$ cat config.mk
export PLATFORM = sky130hd
export DESIGN_NAME = mvu_thresholding
export DESIGN_NICKNAME = d
export VERILOG_FILES = /design/src/rtl/mvu_thresholding.sv
export SDC_FILE = /design/constraint.sdc
export NUM_CORES = 1
export LEC_CHECK = 0
export ABC_AREA = 1
export CAP_MARGIN = 20
export CORE_UTILIZATION = 43
export CTS_CLUSTER_SIZE = 20
export DETAILED_ROUTE_END_ITERATION = 10
export DONT_BUFFER_PORTS = 1
export GPL_ROUTABILITY_DRIVEN = 1
export SYNTH_ARGS = -nofsm -noshare
export SYNTH_HDL_FRONTEND = slang
export SYNTH_SLANG_ARGS = --single-unit
$ cat constraint.sdc
create_clock -name aclk -period 4.69 [get_ports aclk]
set_input_delay 0.469 -clock aclk [delete_from_list [all_inputs] [get_ports aclk]]
set_output_delay 0.469 -clock aclk [all_outputs]
set_load 0.02 [all_outputs]
$ cat src/rtl/mvu_thresholding.sv
`default_nettype none
// ============================================================================
// Module      : mvu_thresholding
// Description : Streaming multi-threshold activation stage. After reset, it
//               loads NF*NThresh threshold words over s1. It then maps each
//               lane of every accumulator beat on s0 to the number of
//               thresholds of its output channel that the lane reaches or
//               exceeds, and emits the counts on m0.
// Ports       : aclk, aresetn          - clock, async active-low reset
//               s0_axis_*              - accumulator stream in (PE*TDstI)
//               s1_axis_*              - threshold word stream in (PE*TDstI)
//               m0_axis_*              - activation stream out (PE*TOut)
//               thr_loaded             - high once every threshold is stored
// Revision    : 1.0 - initial release
// ============================================================================
module mvu_thresholding #(
  parameter int OFMCh  = 2,
  parameter int PE     = 2,
  parameter int TDstI  = 8,
  parameter int TOut   = 2,
  parameter int TH_SGN = 1
) (
  input  logic                  aclk,
  input  logic                  aresetn,
  input  logic [PE*TDstI-1:0]   s0_axis_tdata,
  input  logic                  s0_axis_tvalid,
  output logic                  s0_axis_tready,
  input  logic [PE*TDstI-1:0]   s1_axis_tdata,
  input  logic                  s1_axis_tvalid,
  output logic                  s1_axis_tready,
  output logic [PE*TOut-1:0]    m0_axis_tdata,
  output logic                  m0_axis_tvalid,
  input  logic                  m0_axis_tready,
  output logic                  thr_loaded
);

  localparam int NF       = OFMCh / PE;
  localparam int N_THRESH = (1 << TOut) - 1;
  localparam int FW       = (NF > 1) ? $clog2(NF) : 1;
  localparam int TW       = (N_THRESH > 1) ? $clog2(N_THRESH) : 1;

  localparam logic [0:0] S_LOAD = 1'b0;
  localparam logic [0:0] S_RUN  = 1'b1;

  logic [0:0]           state_q,    state_d;
  logic [FW-1:0]        ld_fold_q,  ld_fold_d;
  logic [TW-1:0]        ld_t_q,     ld_t_d;
  logic [FW-1:0]        fold_q,     fold_d;
  logic                 m_valid_q,  m_valid_d;
  logic [PE*TOut-1:0]   m_data_q,   m_data_d;

  // Threshold words indexed [fold][threshold index]; lane p in bits p*TDstI.
  logic [PE*TDstI-1:0]  thr_q [NF][N_THRESH];

  logic                 s0_ready;
  logic                 s1_ready;
  logic                 acc_s0;
  logic                 acc_s1;
  logic [PE*TOut-1:0]   lanes_res;

  // s1 ready is gated by reset directly so that no word can be taken while
  // aresetn is low, even before the state register settles.
  assign s1_ready       = aresetn && (state_q == S_LOAD);
  assign s0_ready       = (state_q == S_RUN) && (!m_valid_q || m0_axis_tready);
  assign acc_s0         = s0_axis_tvalid && s0_ready;
  assign acc_s1         = s1_axis_tvalid && s1_ready;

  assign s0_axis_tready = s0_ready;
  assign s1_axis_tready = s1_ready;
  assign m0_axis_tdata  = m_data_q;
  assign m0_axis_tvalid = m_valid_q;
  assign thr_loaded     = (state_q == S_RUN);

  // --------------------------------------------------------------------------
  // Per-lane compare: a chain of adders counts the thresholds reached.
  // --------------------------------------------------------------------------
  genvar p, t;
  generate
    for (p = 0; p < PE; p++) begin : g_lane
      logic [N_THRESH-1:0] ge;
      logic [TOut-1:0]     cnt [N_THRESH+1];
      logic [TDstI-1:0]    acc;

      assign acc    = s0_axis_tdata[p*TDstI +: TDstI];
      assign cnt[0] = '0;

      for (t = 0; t < N_THRESH; t++) begin : g_thr
        logic [TDstI-1:0] th;
        assign th = thr_q[fold_q][t][p*TDstI +: TDstI];

        if (TH_SGN != 0) begin : g_sgn
          assign ge[t] = ($signed(acc) >= $signed(th));
        end else begin : g_uns
          assign ge[t] = (acc >= th);
        end

        assign cnt[t+1] = cnt[t] + TOut'(ge[t]);
      end

      assign lanes_res[p*TOut +: TOut] = cnt[N_THRESH];
    end
  endgenerate

  // --------------------------------------------------------------------------
  // Next-state logic
  // --------------------------------------------------------------------------
  always_comb begin
    state_d   = state_q;
    ld_fold_d = ld_fold_q;
    ld_t_d    = ld_t_q;
    fold_d    = fold_q;
    m_valid_d = m_valid_q;
    m_data_d  = m_data_q;

    // Load order is fold-major, threshold-index-minor; both counters return
    // to zero as the last word moves the block to RUN.
    if (acc_s1) begin
      if (ld_t_q == TW'(N_THRESH - 1)) begin
        ld_t_d = '0;
        if (ld_fold_q == FW'(NF - 1)) begin
          ld_fold_d = '0;
          state_d   = S_RUN;
        end else begin
          ld_fold_d = ld_fold_q + 1'b1;
        end
      end else begin
        ld_t_d = ld_t_q + 1'b1;
      end
    end

    // One-deep output register: a new beat may replace one that is draining
    // in the same cycle, which sustains one beat per cycle.
    if (acc_s0) begin
      m_valid_d = 1'b1;
      m_data_d  = lanes_res;
      fold_d    = (fold_q == FW'(NF - 1)) ? '0 : fold_q + 1'b1;
    end else if (m0_axis_tready) begin
      m_valid_d = 1'b0;
    end
  end

  // --------------------------------------------------------------------------
  // Control and output registers
  // --------------------------------------------------------------------------
  always_ff @(posedge aclk or negedge aresetn) begin
    if (!aresetn) begin
      state_q   <= S_LOAD;
      ld_fold_q <= '0;
      ld_t_q    <= '0;
      fold_q    <= '0;
      m_valid_q <= 1'b0;
      m_data_q  <= '0;
    end else begin
      state_q   <= state_d;
      ld_fold_q <= ld_fold_d;
      ld_t_q    <= ld_t_d;
      fold_q    <= fold_d;
      m_valid_q <= m_valid_d;
      m_data_q  <= m_data_d;
    end
  end

  // Threshold storage carries no reset: it is only read once every entry has
  // been rewritten by a complete load.
  always_ff @(posedge aclk) begin
    if (acc_s1) begin
      thr_q[ld_fold_q][ld_t_q] <= s1_axis_tdata;
    end
  end

endmodule
`default_nettype wire

# Word-level counts from Yosys, hierarchy flattened
# Memory sizes are Yosys's and may differ from the RTL's.
# Cells that the tools add are included.
# totals
ff_bits	9
latch_bits	0
ram_bits	48
rom_bits	0
wordCells	42
mem_count	1
# classes
n_addsub	6
mul	0
div	0
n_lt_le_gt_ge	8
eq_ne	1
shift	0
muxes	8
n_bitwise	3
reduce_logical	10
# memory_table
name	words	width	read_ports	rd_clocked_by_memory_dff	wr	line_no	source
thr_q	1	48	1	0	1	53	logic [PE*TDstI-1:0] thr_q [NF][N_THRESH];
# op_table
cell	n
8-bit greater-or-equal comparator	6
48-bit 2-to-1 mux	1
16-bit demux with 2-bit select	1
16-bit 2-to-1 mux	1
1-bit logical AND	5
1-bit by 1-bit adder with 2-bit output	2
2-bit by 1-bit adder with 2-bit output	2
1-bit 2-to-1 mux	4
3-bit greater-or-equal comparator, second input constant	1
3-bit by 1-bit less-than comparator with 1-bit output, second input constant	1
2-bit inverter with 3-bit output	1
3-bit AND reduction	1
2-bit by 1-bit adder with 2-bit output, second input constant	1
2-bit equality test, second input constant	1
2-bit 2-to-1 mux	1
1-bit inverter	2
2-bit AND reduction	1
2-bit nonzero test	1
1-bit adder, second input constant	1
1-bit logical NOT	1
1-bit logical OR	1

# Longest topological paths before layout
# Gate-level depths: netlist of run 1.
# logic_depth
ltp_word	6
depth_mapped	14

# Worst setup path after synthesis of run 1
# Ideal clock, no wire load.
# synth_path
path_type	reg2reg
from	reg state_q, in the netlist thr_loaded
to	mem thr_q[0][0] in the netlist's numbering (enable)
setup_time_ps	389
arrival_time_ps	1749
required_ps	4301
setup_slack_ps	2552
stages_incl_launch_ff	6
synth_period_minus_slack_ps	2138
path_cell_list	dfrtp_1 > nor2_2 > nand2_2 > nor2_2 > inv_2 > nor2_1
# synth_via
elab_chain_cells	5
# synth_rtl
item	line_no	source
start: declaration	45	logic [0:0] state_q, state_d;
start signal: assignment	154	state_q <= state_d;
1-bit inverter	63	assign s1_ready = aresetn && (state_q == S_LOAD);
1-bit logical AND	63	
named net s1_axis_tready	30	output logic s1_axis_tready,
1-bit logical AND	66	assign acc_s1 = s1_axis_tvalid && s1_ready;
1-bit 2-to-1 mux	166	if (acc_s1) begin
48-bit 2-to-1 mux (implied by the code)	167	thr_q[ld_fold_q][ld_t_q] <= s1_axis_tdata;
end: declaration	53	
# The timed path passes the listed nets, and every way through them passes these cells.

==> out/metrics.yaml, run 1 <==
power.density_nw_per_um2: 275
post_drt_via_cell_ratio: 4.65
die_area_sq_um: 7810
crit_path_max_incr_delay_ns: 0.56
grt_pass1_wl_mm: 8.78
setup_viol: 0
drive_gt1_share_pct: 5.67
clk_path_buf_depth: 2
p_leak_nw: 1.72
portBuffers: 0
outcome: "finished, final reports clean"
critPathTopFamily: "adder cells"
wl_per_cell_um: 12.6
dpl_worst_slack_ns: 2.58
drc: 0
crit_slowest_cell: "fa_1"
crit_path_end: "m0_axis_tdata[2]$_DFFE_PN0P_"
startpoint: "thr_q[0][31]$_DFFE_PP_"
utilization_pct: 48.1
hpwl_mm: 4.34
crit_top_cell: "nand2_1"
synth.avg_cell_area_sq_um: 9.93
post-route-period-util_pct: 42.3
cp_num_buf_inv: 1
start_util_pct: 44.5
path_cells: "inv_1, ha_1, a21o_1, nor2_1, nand2_1, nand2_1, nand3_1, fa_1, nand3_1, nand2_1"
ys_seq_elements: 56
worst-path-stages: 10
syn_area_sq_um: 3210
r2r_end: "m0_axis_tdata[2]$_DFFE_PN0P_"
worstSetupStartpointType: "register"
row_count: 31
cts_tree: "built"
drtIter0Drc: 97
synth.net_count: 410
cp.arrival_ns: 2.23
clock.fmax_mhz: 504
slew_headroom_pct: 75.1
timing.rr.start: "thr_q[0][31]$_DFFE_PP_"
diodes: 0
power_mw: 0.954
gp_congestion: 0.848
clkLatencyLatePin_ns: 0.31
cp-end-kind: "register"
cts.sinks: 56
cts_max_level: 2
synth_cell_types: 17
synth_top_area_share_pct: 44.9
final_area_sq_um: 3470
fin_crit_ns: 1.99
drv_slew: 0
die_w_um: 88.4
grt_pass1_vias: 2003
cp_data_required_time_ns: 4.94
antenna_left: 0
firstDrtPassIters: 4
tightest_slew_ns: 0.372
syn_to_final_growth_pct: 8.23
critical_path_class: "register to register"
cts_root_buf: "clkbuf_8"
hold_viol_final: 0
cap_violations: 0
path_max_fanout: 4
drt-total-wl_mm: 5.47
setup_ws_ns: 2.70
vdd_drop_max_mv: 0.124
placed_cell_area_sq_um: 3350
hold_class: "input port to register"
synth_warnings: 0
fin_setup_tns_ns: 0
grt_util_all_layers_pct: 15.1
vias: 2018
r2r_setup_slack_ns: 2.70
worst_r2r_path_depth: 10
finClkSkew_ns: 0.0102
ios: 45
grt_antenna_before_repair: 0
numCtsBuffers: 5
rsz0062_at_grt: "no"
die_h_um: 88.4
coreArea_sq_um: 7210
synth_cells: 323
path_clk_slew_ns: 0.10
fin_nets: 421
ys_seq_area_share_pct: 51.2
synth_area_leaders: "edfxtp_1, ha_1, inv_1"
gr-total-overflow: 0
synth_top_area_cell: "edfxtp_1"
grt_max_degree: 17
==> layout make-up <==
cell class	instances	area, sq um
Multi-Input combinational cell	191	1280
Clock buffer	6	72.6
Sequential cell	56	1640
Fill cell	707	3740
Timing Repair Buffer	4	32.5
Inverter	76	285
Clock inverter	2	35.0
Tap cell	99	124
==> synthesized netlist by cell type (all sizes together) <==
cell and number:
nand3 17, fa 2, ha 48, dfrtp 8, inv 76, edfxtp 48
nand2 73, a21o 6, nor2 23, o21ai 1, nand4 6, a21oi 15
==> repair_timing <==
item,CTS,global route
setup buffers,0,0
endpoints found under the hold margin,8,0
hold buffers,1,0
gates resized for setup,0,0
==> flip-flops by register name, indices dropped and copies added (netlist names) <==
signal          count
thr_loaded          1
thr_q              48
ld_t_q              2
m0_axis_tvalid      1
m0_axis_tdata       4
==> cell usage in the layout, fill, tap and decap left out, types with 2 or more instances in the layout <==
cell and count:
nor2_2 3, nor2_1 20, nand3_1 17, inv_1 75, nand2_1 71, buf_4 3, dfrtp_1 8, a21oi_1 13
edfxtp_1 48, nand2_2 2, clkbuf_8 5, fa_1 2, a21o_1 6, nand4_1 6, ha_1 48
==> power by group <==
group          switching (mW)  total [mW]  internal, mW  leakage [nW]
registers              0.0187       0.568         0.549         0.522
logic                  0.0443      0.0766        0.0323          1.15
clock network           0.151       0.310         0.159        0.0552
==> logic make-up after synthesis <==
group | count (synthesis) | share of synthesized area, %
simple gates | 119 | 15.5
buf+inv | 76 | 8.90
flops | 56 | 51.2
fa+ha+maj | 50 | 20.0
compound gates | 22 | 4.49
==> how the worst min path moves through the flow <==
stage	startpoint	to	cells after the start
6_report	s1_axis_tdata[10]	thr_q[0][10]$_DFFE_PP_	0
5_1_grt	s1_axis_tdata[10]	thr_q[0][10]$_DFFE_PP_	0
4_1_cts	s1_axis_tdata[10]	thr_q[0][10]$_DFFE_PP_	0
3_5_place_dp	aresetn	thr_loaded$_DFFE_PN0P_	0
3_3_place_gp	aresetn	m0_axis_tvalid$_DFFE_PN0P_	0
2_1_floorplan	aresetn	ld_t_q[0]$_DFFE_PN0P_	0
==> layer usage <==
metal	global-route usage [%]	vias up	wire length, um
li1	-	1064	-
met1	17.6	915	2350
met2	27.2	32	2810
met3	3.92	7	227
met4	4.84	0	83
met5	0	-	0
==> metrics by stage <==
| stage | cells | hold slack [ns] |
|---|---|---|
| 2_1_floorplan | 323 | 0.173 |
| 3_3_place_gp | 425 | 0.174 |
| 3_5_place_dp | 425 | 0.174 |
| 4_1_cts | 434 | 0.244 |
| 5_1_grt | 434 | 0.234 |
| 6_report | 434 | 0.248 |
No activity file was read; power rests on OpenSTA's default activity.
==> run 2, diff against run 1 <==
Clock period 4.69 ns to 1.9 ns, I/O delays scaled along.
==> run 2 against run 1 <==
Critical path type unchanged. Die area is the same. Clock skew hardly changed. Cell area grew 16%. The run now ends with setup timing left.
==> out/metrics.yaml, run 2 (synthesis results as in run 1) <==
outcome: "complete, but fails checks"
violations: "setup timing"
cp-end-kind: "register"
path_clk_slew_ns: 0.10  # about the same
crit_slowest_cell: "fa_2"
start_util_pct: 44.5  # unchanged
grt_antenna_before_repair: 0  # unchanged
post_drt_via_cell_ratio: 4.72  # +1.4%
setup_ws_ns: -0.0843  # -2.79 ns
vias: 2174  # +7.7%
p_leak_nw: 1.88  # +8.9%
cts_max_level: 2  # unchanged
grt_pass1_wl_mm: 9.68  # +10%
wl_per_cell_um: 13.5  # +6.8%
largest_register_ff_count: 48  # unchanged
regMostFlops: "thr_q"
drtIter0Drc: 115  # +19%
grt_max_degree: 17  # unchanged
cap_violations: 0  # unchanged
vdd_drop_max_mv: 0.311  # +150%
hold_viol_final: 0  # unchanged
crit_top_cell: "nand2_1"
numCtsBuffers: 5  # unchanged
post-route-period-util_pct: 104  # +62 points
cp.arrival_ns: 2.24  # about the same
ios: 45  # unchanged
clk_path_buf_depth: 2  # unchanged
timing.rr.start: "thr_q[0][21]$_DFFE_PP_"
r2r_setup_slack_ns: -0.08  # -2.79 ns
finClkSkew_ns: 0.0106  # +0.000337 ns
grt_pass1_vias: 2216  # +11%
worst-path-stages: 11  # +1
startpoint: "thr_q[0][21]$_DFFE_PP_"
firstDrtPassIters: 4  # unchanged
die_w_um: 88.4  # unchanged
critPathTopFamily: "adder cells"
slew_headroom_pct: 73.6  # -1.5 points
cp_num_buf_inv: 1  # unchanged
row_count: 31  # unchanged
layout_common_cells: "inv_1, nand2_1, edfxtp_1, ha_1, dlygate4sd3_1"
cts.sinks: 56  # unchanged
critical_path_class: "register to register"
setup_viol: 2  # +2
gr-total-overflow: 0  # unchanged
worstSetupStartpointType: "register"
cp_data_required_time_ns: 2.16  # -2.78 ns
tightest_slew_ns: 0.395  # +0.0230 ns
crit_path_max_incr_delay_ns: 0.57  # about the same
diodes: 0  # unchanged
gp_congestion: 0.828  # -2.3%
fin_crit_ns: 1.98  # -0.000974 ns
dpl_worst_slack_ns: -0.0848  # -2.66 ns
worst_r2r_path_depth: 11  # +1
cts_root_buf: "clkbuf_8"
die_area_sq_um: 7810  # unchanged
path_max_fanout: 2  # -2
layout_commonest_cell: "inv_1"
place_inst: 436  # +2.6%
syn_to_final_growth_pct: 25.3
coreArea_sq_um: 7210  # unchanged
drv_slew: 0  # unchanged
portBuffers: 0  # unchanged
drive_gt1_share_pct: 22.7  # +17 points
hpwl_mm: 4.58  # +5.5%
holdPathStages: 2  # +2
power.density_nw_per_um2: 615  # +120%
cts_tree: "built"
rsz0062_at_grt: "yes"
die_h_um: 88.4  # unchanged
grt_util_all_layers_pct: 16.6  # +1.5 points
final_cells: 461  # +6.2%
clkLatencyLatePin_ns: 0.31  # about the same
hold_class: "input port to register"
r2r_end: "m0_axis_tdata[0]$_DFFE_PN0P_"
crit_path_end: "m0_axis_tdata[0]$_DFFE_PN0P_"
drt-total-wl_mm: 6.20  # +13%
drc: 0  # unchanged
path_cells: "inv_1, ha_4, a21oi_2, nor2_1, nor2_1, nand2_1, nand2_1, nand3_2, fa_2, nand3_1, nand2_1"
antenna_left: 0  # unchanged
fin_nets: 448  # +6.4%
clock.fmax_mhz: 504  # about the same
[run 2: worst min-delay path by stage]
stage	end	slack, ns	startpoint
finish	m0_axis_tdata[0]$_DFFE_PN0P_	0.01	s0_axis_tvalid
detailed placement	ld_t_q[1]$_DFFE_PN0P_	-0.11	aresetn
global route	m0_axis_tdata[0]$_DFFE_PN0P_	0.01	s0_axis_tvalid
global placement	ld_t_q[1]$_DFFE_PN0P_	-0.11	aresetn
CTS	m0_axis_tdata[0]$_DFFE_PN0P_	0.003	s0_axis_tvalid
floorplan	ld_t_q[0]$_DFFE_PN0P_	-0.11	aresetn
[run 2: layer usage]
metal	GRT usage [%]	routed length, um	part of all wire (%)	vias to the layer above
met5	0	0	0	-
met3	3.82	198	3.2	10
met1	18.8	2620	42	1009
li1	-	-	-	1124
met4	5.43	112	1.8	0
met2	30.8	3270	53	31
[run 2: cell type report]
cell class	count	area (sq um)
Clock buffer	8	121
Inverter	76	285
Tap cell	99	124
Multi-Input combinational cell	191	1550
Timing Repair Buffer	31	300
Sequential cell	56	1640
Fill cell	667	3200
[run 2: timing repair]
action                                  4_1_cts  5_1_grt
setup buffers                                 0        0
resized for setup                            16       32
hold endpoints to repair                     56        0
pin swaps                                    21       22
endpoints found under the setup margin        4        4
hold buffers                                 17        0
[run 2: worst reg2reg max path, stage by stage (launching register included)]
cell,delay (ns)
edfxtp_1,0.40
inv_1,0.11
ha_4,0.21
a21oi_2,0.12
nor2_1,0.05
nor2_1,0.11
nand2_1,0.07
nand2_1,0.07
nand3_2,0.08
fa_2,0.57
nand3_1,0.07
nand2_1,0.08
[run 2: stage by stage]
| stage | setup TNS, ns | util, % | hold slack (ns) | cell area (sq um) | power (mW) |
|---|---|---|---|---|---|
| 4_1_cts | -0.0624 | 53.4 | 0.00307 | 3850 | 2.47 |
| 2_1_floorplan | 0 | - | -0.106 | 3210 | 1.57 |
| 5_1_grt | -0.494 | 55.7 | 0.0106 | 4020 | 2.59 |
| 3_3_place_gp | -0.0812 | 48.1 | -0.105 | 3470 | 1.62 |
| 6_report | -0.107 | 55.7 | 0.0122 | 4020 | 2.47 |
| 3_5_place_dp | -0.153 | 48.1 | -0.105 | 3470 | 1.63 |
[run 2: power by group]
group | internal [mW] | leakage [nW] | switching, mW
registers | 1.36 | 0.522 | 0.0480
clock network | 0.413 | 0.0627 | 0.382
logic | 0.135 | 1.29 | 0.137
total | 1.90 | 1.88 | 0.567
